## src/rtl/alu_arbiter.sv

```systemverilog
// Round-robin arbiter sharing one 32-bit ALU between the EX-stage issue (req0) and the branch unit (req1).
// Define ALU_ARB_FIXED_PRIO_EN to make req0 always win ties instead of alternating.
module alu_arbiter #(
    parameter int ALU_LAT = 1
) (
    input  logic        clk,
    input  logic        rst,
    input  logic [1:0]  req_valid,
    output logic [1:0]  req_ready,
    input  logic [63:0] req_a,
    input  logic [63:0] req_b,
    input  logic [7:0]  req_op,
    output logic [1:0]  rsp_valid,
    input  logic [1:0]  rsp_ready,
    output logic [31:0] rsp_data,
    output logic        rsp_zero,
    output logic        rsp_err,
    output logic [31:0] alu_a,
    output logic [31:0] alu_b,
    output logic [3:0]  alu_ctrl,
    input  logic [31:0] alu_result,
    input  logic        alu_zero
);
    localparam logic [1:0] IDLE = 2'd0;
    localparam logic [1:0] EXEC = 2'd1;
    localparam logic [1:0] RESP = 2'd2;
    localparam logic [3:0] CNT_LAST = 4'(ALU_LAT - 1);

    logic [1:0]  state;
    logic [3:0]  cnt;
    logic        gnt;
    logic        last_grant;
    logic        sel;
    logic [3:0]  sel_op;
    logic [31:0] sel_a;
    logic [31:0] sel_b;
    logic        sel_legal;
    logic        take;

    always_comb begin
        sel = 1'b0;
`ifdef ALU_ARB_FIXED_PRIO_EN
        sel = ~req_valid[0];
`else
        if (&req_valid)
            sel = ~last_grant;
        else
            sel = req_valid[1];
`endif
    end

    assign sel_op    = sel ? req_op[7:4]  : req_op[3:0];
    assign sel_a     = sel ? req_a[63:32] : req_a[31:0];
    assign sel_b     = sel ? req_b[63:32] : req_b[31:0];
    // The supported codes are exactly 0000..0111
    assign sel_legal = ~sel_op[3];

    assign take      = (state == IDLE) && (|req_valid) && !rst;
    assign req_ready = take ? (sel ? 2'b10 : 2'b01) : 2'b00;
    assign rsp_valid = (state == RESP) ? (gnt ? 2'b10 : 2'b01) : 2'b00;

    always_ff @(posedge clk) begin
        if (rst) begin
            state      <= IDLE;
            cnt        <= 4'd0;
            gnt        <= 1'b0;
            last_grant <= 1'b1;
            alu_a      <= 32'd0;
            alu_b      <= 32'd0;
            alu_ctrl   <= 4'd0;
            rsp_data   <= 32'd0;
            rsp_zero   <= 1'b0;
            rsp_err    <= 1'b0;
        end else begin
            case (state)
                IDLE: if (|req_valid) begin
                    gnt <= sel;
                    if (sel_legal) begin
                        alu_a    <= sel_a;
                        alu_b    <= sel_b;
                        alu_ctrl <= sel_op;
                        cnt      <= 4'd0;
                        state    <= EXEC;
                    end else begin
                        // Illegal op skips the ALU; operand regs keep their last values
                        rsp_data <= 32'd0;
                        rsp_zero <= 1'b0;
                        rsp_err  <= 1'b1;
                        state    <= RESP;
                    end
                end
                EXEC: begin
                    if (cnt == CNT_LAST) begin
                        rsp_data <= alu_result;
                        rsp_zero <= alu_zero;
                        rsp_err  <= 1'b0;
                        state    <= RESP;
                    end else begin
                        cnt <= cnt + 4'd1;
                    end
                end
                RESP: if (rsp_ready[gnt]) begin
                    last_grant <= gnt;
                    state      <= IDLE;
                end
                default: state <= IDLE;
            endcase
        end
    end
endmodule

```

## config.mk

```make
export PLATFORM = sky130hd
export DESIGN_NAME = alu_arbiter
export DESIGN_NICKNAME = d
export VERILOG_FILES = /design/src/rtl/alu_arbiter.sv
export SDC_FILE = /design/constraint.sdc
export NUM_CORES = 1
export LEC_CHECK = 0
export CORE_MARGIN = 8
export CORE_UTILIZATION = 40
export DETAILED_ROUTE_END_ITERATION = 12
export PLACE_DENSITY_LB_ADDON = 0.25
export RECOVER_POWER = 25
export SYNTH_ARGS = -nofsm -noshare
export SYNTH_HDL_FRONTEND = slang
export SYNTH_SLANG_ARGS = --single-unit
export TNS_END_PERCENT = 20
```

## constraint.sdc

```tcl
create_clock -name clk -period 4.9 [get_ports clk]
set_input_delay 0.98 -clock clk [delete_from_list [all_inputs] [get_ports clk]]
set_output_delay 0.98 -clock clk [all_outputs]
set_load 0.01 [all_outputs]
```

==> results.toml <==
[outcome]
outcome = "finished, final reports clean"

[global_routing]
grt_overflow = 0
first_global_vias = 5440
pin_count_of_the_biggest_net_entering_global_routing = 108
gr-usage-all-layers_pct = 21.4
antenna_found_initial = 1
wire_length_of_the_first_global_routing_pass_mm = 28.1

[cells_and_area]
multi_input_area_mm2 = 0.00241
antenna-diode-count = 0
num-fill-cells = 1036
post_route_cells_drive_above_1_share_pct = 5.01
layout.cells.non_filler = 1011
area.sequential_mm2 = 0.00218
num-nets-final = 1011
areaGrowthSynthToFinish_pct = 62.1

[sta]
period_share_pct = 72.2
period_needed_ps = 3540
count_of_final_hold_check_violations = 0
setup_tns_ps = 0
clock-skew-final_ps = 10.3
report.final.slew_viol_count = 0
worstMarginPinSlew_ps = 1030
maxClockFrequency_mhz = 283
slew_headroom_pct = 31.6
final-setup-viol-count = 0
setup_repair_after_global_routing_missed_its_margin = "false"

[power_and_ir_drop]
ir_drop_mv = 0.198
power_density_mw_per_mm2 = 324
power_leakage_nw = 3.00

[floorplanning]
die_height_um = 128
die-area_mm2 = 0.0163
design.core.area_mm2 = 0.0124
boundaryPins = 281
die_w_um = 128
rows = 41
initial_utilization_pct = 40.2

[clock_tree]
post_cts_resize_count = 0
clk_pin_slew_worst_paths_ps = 70
holdBufCountCts = 0
clock_insertion_delay_worst_skew_ps = 350
cts_max_path_buffers = 2
tritoncts_num_sinks = 109
clock-root-buffer = "clkbuf_16"
post-cts-setup-buffers = 0
tritoncts.num_buffers = 9
cts_max_level = 3
clock_tree_from_tritoncts = "done"

[place]
buffer_ports.inserted = 279
gpl_congestion = 0.767
number_of_placed_cells_counting_well_taps = 995
detailedPlacementHpwl_mm = 13.1

[critical_path]
cp_data_required_time_ps = 3920
critical_setup_path_kind = "in -> out"
end_kind = "output pin"
setup_slack_on_the_worst_flop_to_flop_path_ps = 2330
critical_path_peak_fanout = 5
cp_data_arrival_time_ps = 2560
start_kind = "primary input"

[logic_synthesis]
dominantRegCellSynth = "dfxtp_1"
synth-edff-count = 0
postSynthRegisterBits = 109
synth_cell_types = 36
synth_top_area_share_pct = 43.7
synth.cell_area_mm2 = 0.00499
synth_top_cells_by_area = "dfxtp_1 (44%), nand2_1 (10%), a311oi_1 (10%)"
seq_area_frac_synth_pct = 43.7
synth.most_common_cell = "nand2_1"
synth_top_cell_by_area = "dfxtp_1"
async_s_r_ff_share_synth_pct = 0
post_synth_inst_count = 599
synth_warnings = 0
post_synth_most_frequent_cells = "nand2_1 (138), dfxtp_1 (109), a21oi_1 (73), a311oi_1 (59), inv_1 (37)"
postSynthNetCount = 776
syn_avg_cell_area_um2 = 8.34

[drt]
met3_length_mm = 1.67
postRouteAntennaNets = 0
post-route-drc-count = 0
drt-initial-drc-count = 355
m1WireLength_mm = 7.30
met2RoutedLength_mm = 8.57
drt_first_pass_iters = 5
average_vias_per_placed_instance = 5.39
detail_route.wirelength_mm = 18.3
wl_per_cell_um = 18.1
routed.top_layer = "met5"
detailroute.via_count = 5447

[min_path]
hold_class = "reg -> reg"

[flow_run]
cap_violations = 0
[final cells by class]
type | instances | area share, %
Tap cell | 172 | 2.66
Sequential cell | 109 | 27.0
Clock inverter | 7 | 0.896
Timing Repair Buffer | 287 | 35.2
Clock buffer | 9 | 2.78
Inverter | 37 | 1.72
Multi-Input combinational cell | 390 | 29.8
[cells by family after synthesis]
kind of cell | after synthesis | share of synthesized area (%)
other cells | 1 | 0.0751
flops | 109 | 43.7
fa+ha+maj | 2 | 0.501
simple gates | 191 | 17.4
compound gates | 194 | 29.3
mux | 2 | 0.401
buf+inv | 100 | 8.67
[critical path: stages]
cell	delay, ps
clkdlybuf4s50_1	580
o21ai_1	190
nor3_1	180
clkdlybuf4s50_1	610
[cells in the final DEF, fill, tap and decap left out, types with 4 or more instances in the layout]
master / count
nor2b_1: 4
a21oi_1: 73
inv_1: 37
nor2_1: 6
dfxtp_1: 109
dlygate4sd3_1: 53
a311oi_2: 9
clkbuf_16: 9
nand2_1: 138
buf_4: 9
o41ai_1: 33
a311oi_1: 59
nand3b_1: 33
clkdlybuf4s50_1: 225
[metrics by stage]
stage / hold slack [ps] / instance area [um^2] / utilization (%) / worst slack [ps] / total power [mW]
global route: 484 / 8100 / 65.2 / 1280 / 2.76
floorplan: 438 / 4990 / - / 1990 / 1.49
global placement: 449 / 7800 / 62.8 / 1280 / 1.90
CTS: 466 / 8100 / 65.2 / 1370 / 2.67
detailed placement: 458 / 7800 / 62.8 / 1150 / 1.92
finish: 459 / 8100 / 65.2 / 1360 / 2.62
[sequential cells by signal, summed over array words and instances (netlist names)]
signal      cells
alu_a          32
alu_b          32
alu_ctrl        3
cnt             4
gnt             1
last_grant      1
rsp_data       32
rsp_err         1
rsp_zero        1
state           2
[report_power, final]
part           switching [mW]  total (mW)  internal [mW]
clock                   0.338       0.736          0.399
sequential             0.0587        1.05          0.992
combinational           0.418       0.835          0.417
[metal layers]
| layer | up-vias | global-route usage [%] |
|---|---|---|
| met5 | - | 0 |
| li1 | 2640 | - |
| met4 | 2 | 11.5 |
| met2 | 268 | 35.6 |
| met3 | 42 | 6.49 |
| met1 | 2495 | 24.2 |
[worst paths after layout]
path | startpoint | endpoint | depth (start not counted)
max | req_valid[0] | req_ready[0] | 4
min | rsp_data[8] | rsp_data[8] | 2
max reg2reg | last_grant | alu_b[6] | 6
min reg2reg | rsp_data[8] | rsp_data[8] | 2
(Power assumes the default switching activity.)
==> edit 1 (same settings) <==
Add a define of `ALU_ARB_FIXED_PRIO_EN`.
--- a/src/rtl/alu_arbiter.sv
+++ b/src/rtl/alu_arbiter.sv
@@ -2,2 +2,4 @@
 // Define ALU_ARB_FIXED_PRIO_EN to make req0 always win ties instead of alternating.
+`define ALU_ARB_FIXED_PRIO_EN
+
 module alu_arbiter #(
Function: changed (a bounded check fails within 4 cycles, from zero or initial values and one cycle with rst high).
==> edit 1 against the original RTL <==
Final area is 1.2% higher. Setup slack better by 42 ps. Total power is 6.8% lower. Wire length is 4.7% lower. Synthesized area is 1.8% higher. Clock skew is 2.7 ps lower. Highest routed layer is now met4. Hold slack better by 31 ps. Synthesized cell count is 23% lower. Sequential cell count is 1 lower.
==> edit 1: results (changes against the original RTL) <==
DR top layer = met4
Non-clock buffer share = 34.8% (-0.45 points)
DRT Pass-1 Iters = 8 (+3)
Routed met3 length = 1800 µm (+7.7%)
Layout cells sized above 1 = 4.60% (-0.41 points)
Place WS = 1420 ps (+268 ps)
Sw frac = 27.4% (-3.6 points)
DP Area = 7860 µm² (+0.79%)
Post-synthesis mux area share = 13.4% (+13 points)
FF-to-FF setup slack = 1870 ps (-460 ps)
Dpl cells = 852 (-14%)
Worst-path maximum fanout = 8 (+3)
Worst Tran Pin Value = 1210 ps (+183 ps)
Slowest stage delay, CP = 590 ps (-20 ps)
Synth cell count leaders = 108 x dfxtp_1, 68 x mux2i_1, 68 x o211a_1
Synth Area in Compound Gates = 33.6% (+4.3 points)
Post-route insts no fill = 868 (-14%)
GR Util All Layers = 20.2% (-1.2 points)
Setup crit start = rst
Post-Synth Adder-Cell Area = 0.492% (-0.0088 points)
Non-clock buffers = 286 (-0.35%)
Filler Cells Inserted = 1,044 (+0.77%)
Post-DP HPWL = 12,600 µm (-3.2%)
Met3 Use GR = 8.03% (+1.5 points)
Netlist cell types = 37 (+2.8%)
Status = complete, no violations
Most area-hungry cell type in the Yosys netlist = dfxtp_1
Critical path endpoint = req_ready[1]
Flop and latch count out of synthesis = 108 (-0.92%)
Final Util = 65.4% (+0.22 points)
Final clock-cell share = 4.03% (+0.36 points)
Multi-input logic area = 2620 µm² (+8.5%)
Critical R2R Capture = alu_a[12]$_SDFFE_PP0P_
Post-route minimum period = 3500 ps (-41.6 ps)
Global-route wire length before repair = 26,900 µm (-4.1%)
Lkg Pwr = 3.76 nW (+25%)
Antenna violations before repair = 0 (-1)
Sequential cell area share = 26.4% (-0.55 points)
WL/cell = 20.0 µm (+11%)
Sequential area share after synthesis = 42.5% (-1.2 points)
Met1 usage = 22.0% (-2.2 points)
IO buf count = 279 (unchanged)
Total power = 2.45 mW (-6.8%)
Syn nets = 639 (-18%)
Vias in the first global route = 5,097 (-6.3%)
Largest net degree at the start of global routing = 85 (-21%)
Clock Skew = 7.68 ps (-2.65 ps)
Vias = 4,967 (-8.8%)
Synth area leaders = dfxtp_1 43%, mux2i_1 13%, o211a_1 13%
CP arrival = 2520 ps (-40 ps)
Critical R2R Launch = state[0]$_SDFFE_PP0P_
R2R cell count = 5 (-1)
Gate Count Post-Synth = 462 (-23%)
Comb_multi_in = 281 (-28%)
Met2 Resource Use GR = 34.9% (-0.68 points)
Synth warnings = 0 (unchanged)
Initial drt markers = 328 (-7.6%)
Clock power share = 32.6% (+4.5 points)
M1 WL = 6630 µm (-9.2%)
==> edit 1: worst min-delay path by stage <==
| stage | start | end | slack, ps | cells after the start |
|---|---|---|---|---|
| 3_3_place_gp | rsp_data[2]$_SDFFE_PP0P_ | rsp_data[2]$_SDFFE_PP0P_ | 470 | 1 |
| 5_1_grt | alu_b[26]$_SDFFE_PP0P_ | alu_b[26]$_SDFFE_PP0P_ | 510 | 1 |
| 2_1_floorplan | cnt[3]$_SDFFE_PP0P_ | cnt[3]$_SDFFE_PP0P_ | 460 | 2 |
| 6_report | rsp_data[1]$_SDFFE_PP0P_ | rsp_data[1]$_SDFFE_PP0P_ | 490 | 1 |
| 3_5_place_dp | rsp_data[26]$_SDFFE_PP0P_ | rsp_data[26]$_SDFFE_PP0P_ | 480 | 1 |
| 4_1_cts | rsp_data[26]$_SDFFE_PP0P_ | rsp_data[26]$_SDFFE_PP0P_ | 500 | 1 |
==> edit 2 (config.mk and constraints unchanged) <==
Made on the original files. Put one more register stage on the output `rsp_err`, cleared by the reset. The value now appears one clock later. The other outputs are not delayed to match.
--- a/src/rtl/alu_arbiter.sv
+++ b/src/rtl/alu_arbiter.sv
@@ -27,2 +27,4 @@
     localparam logic [3:0] CNT_LAST = 4'(ALU_LAT - 1);
+
+    logic rsp_err_s0;
 
@@ -72,3 +74,3 @@
             rsp_zero   <= 1'b0;
-            rsp_err    <= 1'b0;
+            rsp_err_s0 <= 1'b0;
         end else begin
@@ -87,3 +89,3 @@
                         rsp_zero <= 1'b0;
-                        rsp_err  <= 1'b1;
+                        rsp_err_s0 <= 1'b1;
                         state    <= RESP;
@@ -95,3 +97,3 @@
                         rsp_zero <= alu_zero;
-                        rsp_err  <= 1'b0;
+                        rsp_err_s0 <= 1'b0;
                         state    <= RESP;
@@ -109,2 +111,10 @@
     end
+    always_ff @(posedge clk) begin
+        if (rst) begin
+            rsp_err <= '0;
+        end else begin
+            rsp_err <= rsp_err_s0;
+        end
+    end
+
 endmodule
Formal check against the unedited RTL: not equivalent (Yosys sat finds a counterexample within 4 cycles, from zero or initial values and one cycle with rst high).
==> edit 2 against the original RTL <==
Utilization grew 3.3 points. Final area decreased by 4.2%. Largest cell class unchanged. Wire length fell by 9.5%. Register-to-register slack improved by 40 ps. Critical path depth is the same. Setup slack got worse by 120 ps. Clock power is 6.5% higher. Clock skew down 3.8 ps. Sequential cell count increased by 1. Synthesized area decreased by 7.8%. Total power decreased by 2.2%. Hold slack better by 10 ps.
==> edit 2: results (changes against the original RTL) <==
Area Overhead vs Synth = 68.3%
DP Area = 7430 µm² (-4.7%)
VDD IR-drop max = 0.245 mV (+24%)
Worst Tran Pin Value = 1280 ps (+250 ps)
Post-DP HPWL = 12,600 µm (-3.3%)
DRT Pass-1 Iters = 4 (-1)
CP arrival = 2680 ps (+120 ps)
Critical R2R Launch = cnt[0]$_SDFFE_PP0P_
Place WS = 1250 ps (+97.0 ps)
Setup Fix Bufs, Post-CTS = 0 (unchanged)
Lkg Pwr = 2.94 nW (-2.1%)
Largest net degree at the start of global routing = 72 (-33%)
Post-synth top area share = 47.8% (+4.1 points)
Slowest stage delay, CP = 560 ps (-50 ps)
Top Registers = alu_a (32), alu_b (32), rsp_data (32)
Gpl congestion = 0.769 (+0.25%)
Post-route insts no fill = 844 (-17%)
Netlist cell types = 36 (unchanged)
Filler Cells Inserted = 886 (-14%)
Dpl cells = 829 (-17%)
Layout cells sized above 1 = 4.14% (-0.87 points)
Total power = 2.56 mW (-2.2%)
Sequential area share after synthesis = 47.8% (+4.1 points)
FF-to-FF setup slack = 2370 ps (+40 ps)
Fin. max-slew vios = 0 (unchanged)
WL/cell = 19.6 µm (+8.4%)
GR Util All Layers = 20.4% (-1.0 points)
Clock tree buffer depth = 2 (unchanged)
Critical path endpoint = req_ready[1]
Mean Syn Cell Area = 10.3 µm² (+23%)
Initial drt markers = 293 (-17%)
Syn nets = 625 (-19%)
Critical path's slowest cell = o21ai_1
Synth cell count leaders = 110 x dfxtp_1, 71 x a21oi_1, 69 x a211oi_1, 69 x mux2i_1, 33 x a22o_1
Critical R2R Capture = rsp_data[21]$_SDFFE_PP0P_
Fin nets = 874 (-14%)
PnR worst setup slack = 1240 ps (-124 ps)
Clock Skew = 6.53 ps (-3.80 ps)
Synth area leaders = dfxtp_1 48%, mux2i_1 15%, a211oi_1 11%
Status = complete, no violations
Vias = 4,551 (-16%)
Final Setup Violations = 0 (unchanged)
Internal = 1.86 mW (+2.7%)
edit 2: worst reg2reg max path, cell delays in order (launching register included):
cell      delay (ps)
dfxtp_1          400
inv_1            100
ha_1             210
or3b_1           330
nor2_2           120
a211oi_4        1040
a22o_1           270
edit 2: kinds of logic (layout without fill, tap and decap cells):
group                    Yosys count  in the layout  synth area share (%)
flip-flops                       110            110                  47.8
multiplexers                      70             70                  15.3
other                              1              1                0.0814
adder cells (fa/ha/maj)            2              2                 0.543
buffers and inverters             50            303                  5.35
AND/OR/NAND/NOR                   29             29                  3.42
AO/OA/AOI/OAI                    186            186                  27.5
edit 2: how the worst min path moves through the flow:
stage / depth (start not counted) / end / slack, ps / start
finish: 1 / rsp_data[20]$_SDFFE_PP0P_ / 470 / rsp_data[20]$_SDFFE_PP0P_
CTS: 1 / rsp_err$_SDFF_PP0_ / 480 / rsp_err_s0$_SDFFE_PP0P_
global placement: 1 / rsp_data[20]$_SDFFE_PP0P_ / 450 / rsp_data[20]$_SDFFE_PP0P_
floorplan: 1 / rsp_err$_SDFF_PP0_ / 440 / rsp_err_s0$_SDFFE_PP0P_
detailed placement: 1 / rsp_data[30]$_SDFFE_PP0P_ / 450 / rsp_data[30]$_SDFFE_PP0P_
global route: 1 / rsp_data[12]$_SDFFE_PP0P_ / 480 / rsp_data[12]$_SDFFE_PP0P_
edit 2: power by group through the flow:
stage	combinational, mW	sequential, mW	clock, mW
finish	0.737	1.04	0.784
CTS	0.762	1.04	0.802
floorplan	0.312	1.10	0
detailed placement	0.759	1.06	0
global placement	0.745	1.06	0
global route	0.798	1.05	0.836
edit 2: per-layer routing:
metal  track usage (%)  part of all wire, %  vias up
li1                  -                    -     2207
met4              6.70                  1.4        0
met5                 0                    0        -
met3              10.6                   14       15
met2              33.7                   48      229
met1              22.1                   37     2100
edit 2: cell type report:
class,instances,share of cell area (%)
Timing Repair Buffer,285,36.7
Sequential cell,110,28.4
Multi-Input combinational cell,288,28.3
Clock buffer,11,3.26
Tap cell,143,2.31
Clock inverter,4,0.904
Inverter,3,0.145
